## config.mk

```make
export PLATFORM = sky130hd
export DESIGN_NAME = cntr_nbit_updown
export DESIGN_NICKNAME = d
export VERILOG_FILES = /design/src/rtl/cntr_pkg.sv /design/src/rtl/cntr_next_val.sv /design/src/rtl/cntr_nbit_updown.sv
export SDC_FILE = /design/constraint.sdc
export NUM_CORES = 1
export LEC_CHECK = 0
export CAP_MARGIN = 10
export CORE_MARGIN = 4
export CORE_UTILIZATION = 40
export CTS_CLUSTER_DIAMETER = 120
export DETAILED_ROUTE_END_ITERATION = 8
export PLACE_DENSITY = 0.81
export SLEW_MARGIN = 15
export SYNTH_ARGS = -nofsm -noshare
export SYNTH_HDL_FRONTEND = slang
export SYNTH_SLANG_ARGS = --single-unit
```

## constraint.sdc

```tcl
create_clock -name clk -period 2.6 [get_ports clk]
set_input_delay 0.26 -clock clk [delete_from_list [all_inputs] [get_ports clk]]
set_output_delay 0.26 -clock clk [all_outputs]
set_load 0.1 [all_outputs]
```

## src/rtl/cntr_pkg.sv

```systemverilog
// ============================================================================
// Module      : cntr_pkg
// Description : Shared constants and helpers for the parametrised up/down
//               counter (mode and direction encodings, terminal value).
// Revision    : 1.0 - initial release
// ============================================================================
`default_nettype none

package cntr_pkg;

   // Boundary behaviour selected by the SAT_MODE parameter
   localparam int CNTR_WRAP = 0;
   localparam int CNTR_SAT  = 1;

   // Encoding of the up_dn input
   localparam logic CNTR_UP   = 1'b1;
   localparam logic CNTR_DOWN = 1'b0;

   // Highest legal count (MODULO-1), masked to the counter width so the
   // caller can narrow it to WIDTH bits without losing information.
   function automatic logic [31:0] cntr_max(input int unsigned modulo,
                                            input int unsigned width);
      logic [31:0] mask;
      mask = (width >= 32) ? 32'hFFFF_FFFF : ((32'd1 << width) - 32'd1);
      return (modulo - 32'd1) & mask;
   endfunction

endpackage : cntr_pkg

`default_nettype wire

```

## src/rtl/cntr_next_val.sv

```systemverilog
// ============================================================================
// Module      : cntr_next_val
// Description : Combinational next-state logic of the up/down counter:
//               clear/load/count priority, load clamping, wrap/saturate
//               at the MODULO boundaries and the wrap-event flag.
// Revision    : 1.0 - initial release
// ============================================================================
`default_nettype none

module cntr_next_val
   import cntr_pkg::*;
#(
   parameter int WIDTH    = 8,
   parameter int MODULO   = 256,
   parameter int SAT_MODE = CNTR_WRAP
) (
   input  logic [WIDTH-1:0] q,
   input  logic             up_dn,
   input  logic             en,
   input  logic             clr,
   input  logic             load,
   input  logic [WIDTH-1:0] load_val,
   output logic [WIDTH-1:0] q_next,
   output logic             wrap_next
);

   localparam logic [WIDTH-1:0] MAX_VAL = WIDTH'(cntr_max(MODULO, WIDTH));
   localparam logic [WIDTH-1:0] ONE     = WIDTH'(1);

   // Next count with priority clr > load > en; holds when none asserted
   always_comb begin
      q_next    = q;
      wrap_next = 1'b0;
      if (clr) begin
         q_next = '0;
      end else if (load) begin
         // Out-of-range load values are clamped to the top of the range
         q_next = (load_val > MAX_VAL) ? MAX_VAL : load_val;
      end else if (en) begin
         if (up_dn == CNTR_UP) begin
            if (q == MAX_VAL) begin
               if (SAT_MODE != CNTR_SAT) begin
                  q_next    = '0;
                  wrap_next = 1'b1;
               end
            end else begin
               q_next = q + ONE;
            end
         end else begin
            if (q == '0) begin
               if (SAT_MODE != CNTR_SAT) begin
                  q_next    = MAX_VAL;
                  wrap_next = 1'b1;
               end
            end else begin
               q_next = q - ONE;
            end
         end
      end
   end

endmodule : cntr_next_val

`default_nettype wire

```

## src/rtl/cntr_nbit_updown.sv

```systemverilog
// ============================================================================
// Module      : cntr_nbit_updown
// Description : Parametrised modulo-N up/down counter with enable, sync
//               clear, parallel load (clamped), wrap or saturate mode,
//               combinational terminal count and registered wrap pulse.
//               Optional compare output enabled by defining CNTR_CMP_EN.
// Revision    : 1.0 - initial release
// ============================================================================
`default_nettype none

module cntr_nbit_updown
   import cntr_pkg::*;
#(
   parameter int WIDTH    = 8,
   parameter int MODULO   = 256,
   parameter int SAT_MODE = CNTR_WRAP
) (
   input  logic             clk,
   input  logic             reset,
   input  logic             en,
   input  logic             up_dn,
   input  logic             clr,
   input  logic             load,
   input  logic [WIDTH-1:0] load_val,
`ifdef CNTR_CMP_EN
   input  logic [WIDTH-1:0] cmp_val,
   output logic             cmp_hit,
`endif
   output logic [WIDTH-1:0] q,
   output logic             tc,
   output logic             wrap
);

   localparam logic [WIDTH-1:0] MAX_VAL = WIDTH'(cntr_max(MODULO, WIDTH));

   // Reject illegal parameter combinations at elaboration time
   generate
      if ((MODULO < 2) || (longint'(MODULO) > (longint'(1) << WIDTH)) ||
          ((SAT_MODE != CNTR_WRAP) && (SAT_MODE != CNTR_SAT))) begin : g_param_check
         $error("cntr_nbit_updown: need 2 <= MODULO <= 2**WIDTH and SAT_MODE in {0,1}");
      end
   endgenerate

   logic [WIDTH-1:0] q_next;
   logic             wrap_next;

   cntr_next_val #(
      .WIDTH    (WIDTH),
      .MODULO   (MODULO),
      .SAT_MODE (SAT_MODE)
   ) u_next_val (
      .q         (q),
      .up_dn     (up_dn),
      .en        (en),
      .clr       (clr),
      .load      (load),
      .load_val  (load_val),
      .q_next    (q_next),
      .wrap_next (wrap_next)
   );

   // Count and wrap-pulse registers, cleared asynchronously by reset
   always_ff @(posedge clk or negedge reset) begin
      if (!reset) begin
         q    <= '0;
         wrap <= 1'b0;
      end else begin
         q    <= q_next;
         wrap <= wrap_next;
      end
   end

   // Terminal count looks at the current direction, not the enable
   assign tc = (up_dn == CNTR_DOWN) ? (q == '0) : (q == MAX_VAL);

`ifdef CNTR_CMP_EN
   // Flag lands together with the matching count; out-of-range never hits
   always_ff @(posedge clk or negedge reset) begin
      if (!reset) begin
         cmp_hit <= 1'b0;
      end else begin
         cmp_hit <= (cmp_val <= MAX_VAL) && (q_next == cmp_val);
      end
   end
`endif

endmodule : cntr_nbit_updown

`default_nettype wire
```

== Word level (Yosys, flattened, before mapping) ==
Index checks and enable logic that the tools add are counted.

* Add/subtract/negate cells: 2
* Multiply operators: 0
* Div/mod/pow operators: 0
* Order comparisons: 1
* Equality and inequality tests: 1
* Shifts and indexed selects: 0
* Mux-type cells: 14
* Bitwise operators: 0
* Reduce and logical (&&, ||, !) cells: 2

{| class="wikitable"
|+ Operators by type and width
! cell !! number
|-
| 8-bit 2-to-1 mux || 7
|-
| 8-bit by 1-bit adder with 8-bit output, second input constant || 1
|-
| 8-bit equality test, second input constant || 1
|-
| 8-bit > comparator, second input constant || 1
|-
| 8-bit logical NOT || 1
|-
| 8-bit by 1-bit subtractor with 8-bit output, second input constant || 1
|-
| 1-bit 2-to-1 mux || 7
|-
| 3-bit nonzero test || 1
|}

* Register bits after elaboration: 9
* Bits in latches: 0
* RAM bits: 0
* Bits in read-only memories: 0
* Input bits: 14
* Output and inout bits: 10
* Logic and storage cells: 22
* Memories kept: 0

== Logic depth before layout (Yosys ltp) ==
Gate-level depths: netlist of the first run.

* Word-level depth: 6
* Gate-level depth with buffers: 7
* Mapped depth without buffers: 6

== Cells and area by module ==
From an unflattened synthesis of the first run, not the netlist that was laid out.

* Cell total of the unflattened synthesis: 119
* Area total of the unflattened synthesis: 975.9 µm²

{| class="wikitable"
|+ By module, submodules not included
! module !! times used !! cells an instance !! area an instance (µm²) !! seq. area each (µm²)
|-
| cntr_next_val || 1 || 102 || 708.2 || 0.0
|-
| cntr_nbit_updown || 1 || 17 || 267.8 || 225.2
|}

== Worst setup path after synthesis of the first run ==
No wires, ideal clock.

* Path type: reg2out
* Start point: reg q[4]
* End point: out tc
* Data arrival time: 2.454 ns
* Required time: 2.340 ns
* Setup slack: -0.114 ns
* Stages on the path, launching flop included: 5
* Path buffers: 1
* Cell sequence: dfrtp_1 > buf_2 > nand3_1 > or3_1 > nand2_1

* Word-level cells in the longest chain between the ends: 2
* Elaborated cells on any way between the ends: 3
* Those cells by class: eq/ne (1); mux (1); reduce/logical (1)

{| class="wikitable"
|+ Ends and longest elaborated chain
! item !! line !! text
|-
| start, declared || cntr_nbit_updown.sv:29 || <nowiki>output logic [WIDTH-1:0] q,</nowiki>
|-
| start signal, assigned || cntr_nbit_updown.sv:68 || <nowiki>q <= q_next;</nowiki>
|-
| 8-bit equality test or 8-bit logical NOT (tied branches) || cntr_nbit_updown.sv:74 || <nowiki>assign tc = (up_dn == CNTR_DOWN) ? (q == '0) : (q == MAX_VAL);</nowiki>
|-
| 1-bit 2-to-1 mux (*) || cntr_nbit_updown.sv:74 ||
|-
| end, declared || cntr_nbit_updown.sv:30 || <nowiki>output logic tc,</nowiki>
|}

Every way passes the cells marked *; elsewhere a longest branch is shown, timed or not.

== Final worst setup path of the first run ==
* Start point: reg q[1]
* End point: out tc

Same word-level chain as after synthesis.

==> run metrics, run 1 <==
hold_buf cts 0; startpoint type of the worst setup path flop; CP required 2.34 ns; drt total wl 2249 um; Crit Path Max Fanout 10; Cells after Synth 110; number of synthesized register bits 9; relative slew slack 70.37%; initial antenna violation count 0; Worst-Margin Slew 0.4403 ns; Fmax 0.4489 GHz; pre-CTS WS 0.6881 ns; classification of the worst-slack hold path in2async; Max-Cap Viols 0; share of the synthesized area in the top cell type 26.51%; clk_lat worst skew 0.26 ns; WP data arrival 1.97 ns; Crit-path slowest cell dfrtp_1; Switch Pwr 227.9 uW; layout cells sized above 1 roughly 14%; ranking of synthesized cells by area dfrtp_1 (27%), a21oi_1 (6.5%), nand3_1 (5.3%); H-tree levels 1; worst vdd ir 0.2116 mV; Synth Flop Type dfrtp_1; Core Box Area between 1500 and 2000 um^2; largest net degree at the start of global routing 17; setup ws final 0.3724 ns; GRT Overall Usage between 10% and 20%; Crit Path Class reg2out; Hold Fails Final Rpt 0; via count about 900; Post-synth EDFFs 0; gr ovfl total 0; ant diodes 0; most common cell after layout, fill and taps aside clkdlybuf4s50_1; synth unique cells 36; most frequent cells in the layout clkdlybuf4s50_1 (13), a21oi_1 (11), buf_4 (11); Clk pin slew, worst setup/hold paths ~0.06 ns; I/O pin cnt 24; post-synth net total 127; vias in the first global route 804; GPL Wtd Cong around 0.87; Syn Area/Cell 7.723 um^2; Core Util, Final 54.73%; # rows 16; iteration count of the initial detailed-routing pass 4; die area 2925 um^2; RSZ-0062 raised after global routing false; CP endpoint kind output port; Yosys top cell by area dfrtp_1; I/O Buffers 23; run status finished clean; die height ~54 um; placed inst area about 1100 um^2; Synth Cell Area 849.6 um^2; Clock Power Share a little over a fifth; Final Net Count 145; fin. max-slew vios 0; Final Instance Area 1085 um^2; crit path cell chain ha_1 > nand3_1 > or3_1 > nand2_2 > buf_12; root buffer cell clkbuf_4; Leak Pwr around 0.42 nW; PostCTS Resize Cnt 0; TritonCTS Buffers 3; die extent in x 54.09 um; FFs w/ async S/R, synth 100.0%; critical path's largest stage delay 0.55 ns; area delta synth->final 27.69%; final hold slack ~0.3 ns; DR iter-0 viols 59; global-route wire length before repair 3774 um; DP HPWL 1658 um; Setup TNS Final 0 ns; Pint 289.4 uW; ANT nets after route 0; Tmin final 2.228 ns; Max Root-Sink Buffers 2; final setup violation count 0; CTS tree done; Synthesis Warnings 0; Logic pwr share 44.2%; Non-Filler Instances 154; fin crit share between 80 and 90%; Post-CTS Setup Inserts 0; part of the power in registers roughly a third; switching share of power between 40 and 50%; Starting Density 42.87%; CTS Sinks 9; Vias/cell 6.000; Post-Place Cells 150; Clock Skew 0.003546 ns; total power 517.3 uW; power per cell area 476.9 nW/um^2; DRC violations left 0; Seq/Total Area, Yosys 26.51%; WL/cell 14.60 um
-- sequential cells by signal, summed over array words and instances, names as in the netlist --
| register | cells |
|---|---|
| q | 8 |
| wrap | 1 |
-- final timing paths --
path | start | endpoint | slack [ns] | depth (start not counted)
setup / recovery | q[1] | tc | 0.37 | 5
hold / removal | reset | q[4] | 0.29 | 1
setup reg to reg | q[0] | q[5] | 0.68 | 6
hold reg to reg | q[6] | q[6] | 0.73 | 2
max in group asynchronous | reset | q[5] | 2.01 | 1
min in group clk | load_val[2] | q[2] | 0.55 | 3
-- metal layers --
metal	vias up	GRT usage (%)	part of all wire, %
li1	443	-	-
met1	413	23.59	41
met2	60	27.22	45
met3	8	3.324	11
met4	0	10.37	3.2
met5	-	0	0
-- cell usage after synthesis, types with 4 or more instances --
master / n
dfrtp_1: 9
nor3_1: 4
a21oi_1: 11
inv_1: 5
o21ai_0: 4
nor2b_1: 4
clkbuf_1: 5
buf_2: 5
nand2_1: 8
nand3_1: 9
nor3b_1: 5
-- power groups by stage --
| stage | combinational [mW] | clock, mW | sequential (mW) |
|---|---|---|---|
| after floorplan | 0.112 | 0 | 0.236 |
| after global placement | 0.226 | 0 | 0.179 |
| after detailed placement | 0.228 | 0 | 0.180 |
| after CTS | 0.229 | 0.113 | 0.177 |
| after global routing | 0.245 | 0.120 | 0.181 |
| final | 0.228 | 0.110 | 0.179 |
-- critical path, delay by kind of cell (launching register included) --
| kind | cells | cell delay, ns |
|---|---|---|
| fa+ha+maj | 1 | 0.32 |
| buf+inv | 1 | 0.17 |
| flops | 1 | 0.55 |
| simple gates | 3 | 0.66 |
-- cell families after synthesis --
kind of cell	share of synthesized area, %
buf+inv	9.278
flops	26.51
xor+xnor	4.124
compound gates	26.66
simple gates	27.84
mux	1.178
fa+ha+maj	4.419
-- layout make-up --
class                           count  area [um^2]
Sequential cell                     9        225.2
Inverter                            5        18.77
Multi-Input combinational cell     84        548.0
Clock buffer                        4        26.28
Timing Repair Buffer               25        232.7
Tap cell                           27        33.78
Fill cell                         179        897.1
Power figures use the tool's default switching activity.
==> inputs of run 2 (changes only) <==
--- a/config.mk
+++ b/config.mk
@@ -5,7 +5,7 @@
 export SDC_FILE = /design/constraint.sdc
 export NUM_CORES = 1
 export LEC_CHECK = 0
-export CAP_MARGIN = 10
+export CAP_MARGIN = 20
 export CORE_MARGIN = 4
 export CORE_UTILIZATION = 40
 export CTS_CLUSTER_DIAMETER = 120
==> constraint.sdc (replaced) <==
create_clock -name clk -period 2.65 [get_ports clk]
set_input_delay 0.265 -clock clk [delete_from_list [all_inputs] [get_ports clk]]
set_output_delay 0.265 -clock clk [all_outputs]
set_load 0.1 [all_outputs]
==> run 2 against run 1 <==
Net effect:
- global-route usage down 0.68 points
- first-iteration DRC count shrank 37%
- critical path depth is the same
- final area is 0.69% lower
- power down 1.3%
- via count decreased by 3.9%
- cell count fell by 0.65%
- utilization fell by 0.38 points
- register-to-register slack improved by 0.12 ns
- clock-buffer cell count unchanged
- combinational power is 2% lower
- sequential power decreased by 3%
==> run metrics, run 2 (synthesis gave the netlist of run 1 again) <==
Vias/cell 5.804; power per cell area between 400 and 500 nW/um^2; largest net degree at the start of global routing 17; Hold Fails Final Rpt 0; Fmax 0.4563 GHz; most frequent cells in the layout clkdlybuf4s50_1 (13), a21oi_1 (11), buf_4 (10); Non-Filler Instances between 150 and 200; Max-Cap Viols 0; Crit Path Class in2out; initial antenna violation count 0; placed inst area 1051 um^2; fin. max-slew vios 0; pre-CTS WS 0.5058 ns; root buffer cell clkbuf_4; max reg flops 8; total power 510.3 uW; Starting Density 42.87%; Logic pwr share a little over two fifths; CTS Sinks 9; part of the power in registers 34.1%; RSZ-0062 raised after global routing false; Core Box Area 1982 um^2; hold_buf cts 0; reg-to-reg slack, setup 0.80 ns; Final Net Count around 140; Worst-Margin Slew about 0.48 ns; Post-Place Cells 149; DRC violations left 0; DP HPWL 1645 um; area delta synth->final 26.80%; WP data arrival approximately 1.9 ns; area occupied by multi-input gates 548.0 um^2; I/O Buffers 23; GRT Overall Usage 17.29%; CP endpoint kind output port; global-route wire length before repair 3594 um; Setup crit end tc; final setup violation count 0; relative slew slack 67.96%; Leak Pwr 0.4199 nW; drt total wl 2207 um; layout cells sized above 1 roughly 13%; CTS tree done; vias in the first global route 778; H-tree levels 1; classification of the worst-slack hold path in2async; Storage cell area about 230 um^2; most common cell after layout, fill and taps aside clkdlybuf4s50_1; Post-CTS Setup Inserts 0; iteration count of the initial detailed-routing pass 4; Pint between 200 and 300 uW; RR Endpoint q[2]; run status finished clean; WL/cell 14.42 um; Clk pin slew, worst setup/hold paths 0.07 ns; switching share of power 44.57%; # rows 16; Clock Power Share about 22%; PostCTS Resize Cnt 0; startpoint type of the worst setup path input port; Final Instance Area 1077 um^2; Tmin final roughly 2.2 ns; CP required 2.38 ns; R2R depth 6; Critical path origin up_dn; Largest Register q; Max Root-Sink Buffers 2; Fillers 172; TritonCTS Buffers 3; die area 2925 um^2; gr ovfl total 0; worst vdd ir approximately 0.24 mV; via count 888; I/O pin cnt 24; Setup TNS Final 0 ns; die extent in x roughly 54 um; DR iter-0 viols 37; RR Startpoint q[0]; setup ws final approximately 0.46 ns; ANT nets after route 0; ant diodes 0; Crit Path Max Fanout 10; Clock Skew between 0.008 and 0.009 ns; largest registers q (8), wrap (1); fin crit share 82.70%; clk_lat worst skew 0.27 ns; die height 54.09 um; Switch Pwr 227.5 uW; GPL Wtd Cong 0.8715
-- run 2: changes by cell type in the layout (fill, tap and decap cells not counted) --
cell   before  now
buf_4      11   10
-- run 2: layer usage --
metal	vias up	part of all wire (%)	wire length [um]	global-route usage [%]
li1	437	-	-	-
met3	3	8.5	187	3.324
met5	-	0	0	0
met2	40	47	1038	29.23
met4	0	1.3	29	9.959
met1	408	43	951	20.13
-- run 2: power by group through the flow --
stage          sequential, mW  combinational, mW  clock, mW
2_1_floorplan           0.232              0.110          0
3_3_place_gp            0.176              0.220          0
3_5_place_dp            0.176              0.223          0
4_1_cts                 0.173              0.224      0.116
5_1_grt                 0.176              0.238      0.122
6_report                0.174              0.223      0.114
-- run 2: how the worst min path moves through the flow --
| stage | from | to | slack (ns) | cells after the start |
|---|---|---|---|---|
| after floorplan | reset | q[0] | -0.03 | 0 |
| after global placement | reset | q[4] | 0.60 | 1 |
| after detailed placement | reset | q[5] | 0.61 | 1 |
| after CTS | reset | q[5] | 0.31 | 1 |
| after global routing | reset | q[5] | 0.34 | 1 |
| final | reset | q[5] | 0.30 | 1 |
-- run 2: stage by stage --
stage	hold slack [ns]	util [%]
after floorplan	-0.03059	-
after global placement	0.6021	53.03
after detailed placement	0.6059	53.03
after CTS	0.3104	54.36
after global routing	0.3377	54.36
final	0.2983	54.36
-- run 2: cell type report --
class                      count  area share [%]
inverter                       5           1.742
tap                           27           3.136
multi-input combinational     84           50.87
sequential                     9           20.91
timing repair buffer          24           20.91
clock buffer                   4           2.439
-- run 2: worst max-delay path, stage by stage --
cell and delay, ns:
clkdlybuf4s50_1 0.70, nand3_1 0.21, or3_1 0.45, nand2_2 0.12, buf_12 0.17
==> inputs of run 3 (changes only) <==
--- a/config.mk
+++ b/config.mk
@@ -10,7 +10,7 @@
 export CORE_UTILIZATION = 40
 export CTS_CLUSTER_DIAMETER = 120
 export DETAILED_ROUTE_END_ITERATION = 8
-export PLACE_DENSITY = 0.81
+export PLACE_DENSITY = 0.83
 export SLEW_MARGIN = 15
 export SYNTH_ARGS = -nofsm -noshare
 export SYNTH_HDL_FRONTEND = slang
==> constraint.sdc (replaced) <==
create_clock -name clk -period 1.8 [get_ports clk]
set_input_delay 0.18 -clock clk [delete_from_list [all_inputs] [get_ports clk]]
set_output_delay 0.18 -clock clk [all_outputs]
set_load 0.1 [all_outputs]
==> run 3 against run 2 <==
Net effect:
- the flow now finishes with violations (negative setup slack)
- clock-buffer cell count stayed put
- worst setup slack worse by 0.50 ns
- register-to-register slack worse by 0.80 ns
- worst hold slack worse by 0.075 ns
- clock power is 49% higher
- combinational power is 130% higher
- critical path depth stayed put
- sequential power is 53% higher
- routed wire length is 48% higher
==> run metrics, run 3 (synthesis gave the netlist of run 1 again) <==
Largest Register q; GPL Wtd Cong 0.9353; Fmax about 0.54 GHz; Leak Pwr 0.5626 nW; Core Util, Final between 70 and 80%; final hold slack 0.2237 ns; startpoint type of the worst setup path flop; largest registers q (8), wrap (1); Final Net Count approximately 170; power per cell area between 600 and 700 nW/um^2; Max Root-Sink Buffers 2; Clock Skew 0.002173 ns; ANT nets after route 0; iteration count of the initial detailed-routing pass 5; worst vdd ir 0.3198 mV; DP HPWL 1936 um; I/O pin cnt 24; busiest grt layer met2; H-tree levels 1; Crit Path Class reg2out; GRT Overall Usage between 20 and 30%; Post-Place Cells 157; CTS tree done; relative slew slack 68.31%; layout cells sized above 1 40.82%; largest net degree at the start of global routing 17; CP required between 1.5 and 2 ns; fin crit share 102.4%; setup ws final -0.04321 ns; classification of the worst-slack hold path in2async; area occupied by multi-input gates about 660 um^2; failing checks negative setup slack; via count 1076; vias in the first global route 1061; Non-Filler Instances 174; final setup violation count 1; Max-Cap Viols 0; most common cell after layout, fill and taps aside buf_4; drt total wl 3265 um; Vias/cell 6.184; Logic pwr share 53.8%; RSZ-0062 raised after global routing true; TritonCTS Buffers 3; ant diodes 0; die height ~54 um; Starting Density 42.87%; Storage cell area roughly 250 um^2; initial antenna violation count 0; pre-CTS WS approximately 0.028 ns; CP endpoint kind output port; Fillers 130; most frequent cells in the layout buf_4 (20), clkdlybuf4s50_1 (13), a21oi_1 (10); Clock Power Share between 10% and 20%; Switch Pwr 404.5 uW; CTS Sinks 9; global-route wire length before repair slightly above 5000 um; root buffer cell clkbuf_4; fin. max-slew vios 0; GR Layer Usage met2 42.54%; switching share of power 42.90%; area delta synth->final 76.73%; die area 2925 um^2; # rows 16; die extent in x roughly 54 um; placed inst area between 1000 and 1500 um^2; gr ovfl total 0; run status finished, violations left; met1 GRT Util 29.60%; DR iter-0 viols 64; Core Box Area 1982 um^2; Tmin final approximately 1.8 ns; Hold Fails Final Rpt 0; Crit Path Max Fanout 3; clk_lat worst skew roughly 0.27 ns; WL/cell roughly 19 um; I/O Buffers 23; max reg flops 8; DRC violations left 0; part of the power in registers around 28%; Pint 538.3 uW; Final Instance Area approximately 1500 um^2; Clk pin slew, worst setup/hold paths 0.07 ns; WP data arrival 1.66 ns; Worst-Margin Slew 0.4691 ns; met3 GRT Util under 10%
==> run 3: final cells by class <==
| class | count | area share, % |
|---|---|---|
| Sequential cell | 9 | 16.83 |
| Clock buffer | 4 | 1.750 |
| Timing Repair Buffer | 45 | 33.42 |
| Tap cell | 27 | 2.250 |
| Multi-Input combinational cell | 84 | 44.17 |
| Inverter | 5 | 1.583 |
==> run 3: worst max-delay path, stage by stage (launching register included) <==
cell and delay, ns:
dfrtp_4 0.47, ha_4 0.16, nand3_4 0.08, or3_4 0.44, nand2_8 0.08, buf_12 0.16
==> run 3: stage by stage <==
step | power (mW) | TNS, ns
detailed placement | 0.7057 | 0
global placement | 0.6959 | 0
finish | 0.9428 | -0.04321
CTS | 0.8970 | 0
floorplan | 0.5584 | -0.2209
global route | 0.9796 | -0.1410
==> run 3: power by group through the flow <==
stage	clock, mW	sequential, mW	combinational (mW)
global placement	0	0.275	0.421
global route	0.182	0.267	0.531
floorplan	0	0.357	0.201
detailed placement	0	0.275	0.431
finish	0.170	0.266	0.507
CTS	0.160	0.263	0.475
==> run 3: final timing paths <==
check | startpoint | cells past startpoint | to | slack [ns]
max in group asynchronous | reset | 1 | q[3] | 1.22
max reg2reg | q[1] | 5 | q[5] | 0
min | reset | 1 | q[5] | 0.22
min in group clk | load_val[2] | 3 | q[2] | 0.46
min reg2reg | q[6] | 2 | q[6] | 0.72
max | q[1] | 5 | tc | -0.04
==> run 3: per-layer routing <==
metal / wire length (um) / vias up
met5: 0 / -
met4: 126 / 0
met3: 371 / 23
met2: 1588 / 89
met1: 1178 / 486
li1: - / 478
==> run 3: repair_timing <==
item	CTS	global route
gates resized for setup	9	5
cloned	0	0
setup endpoints to repair	1	4
buffers inserted	8	5
pin swaps	3	3
hold buffers	0	0
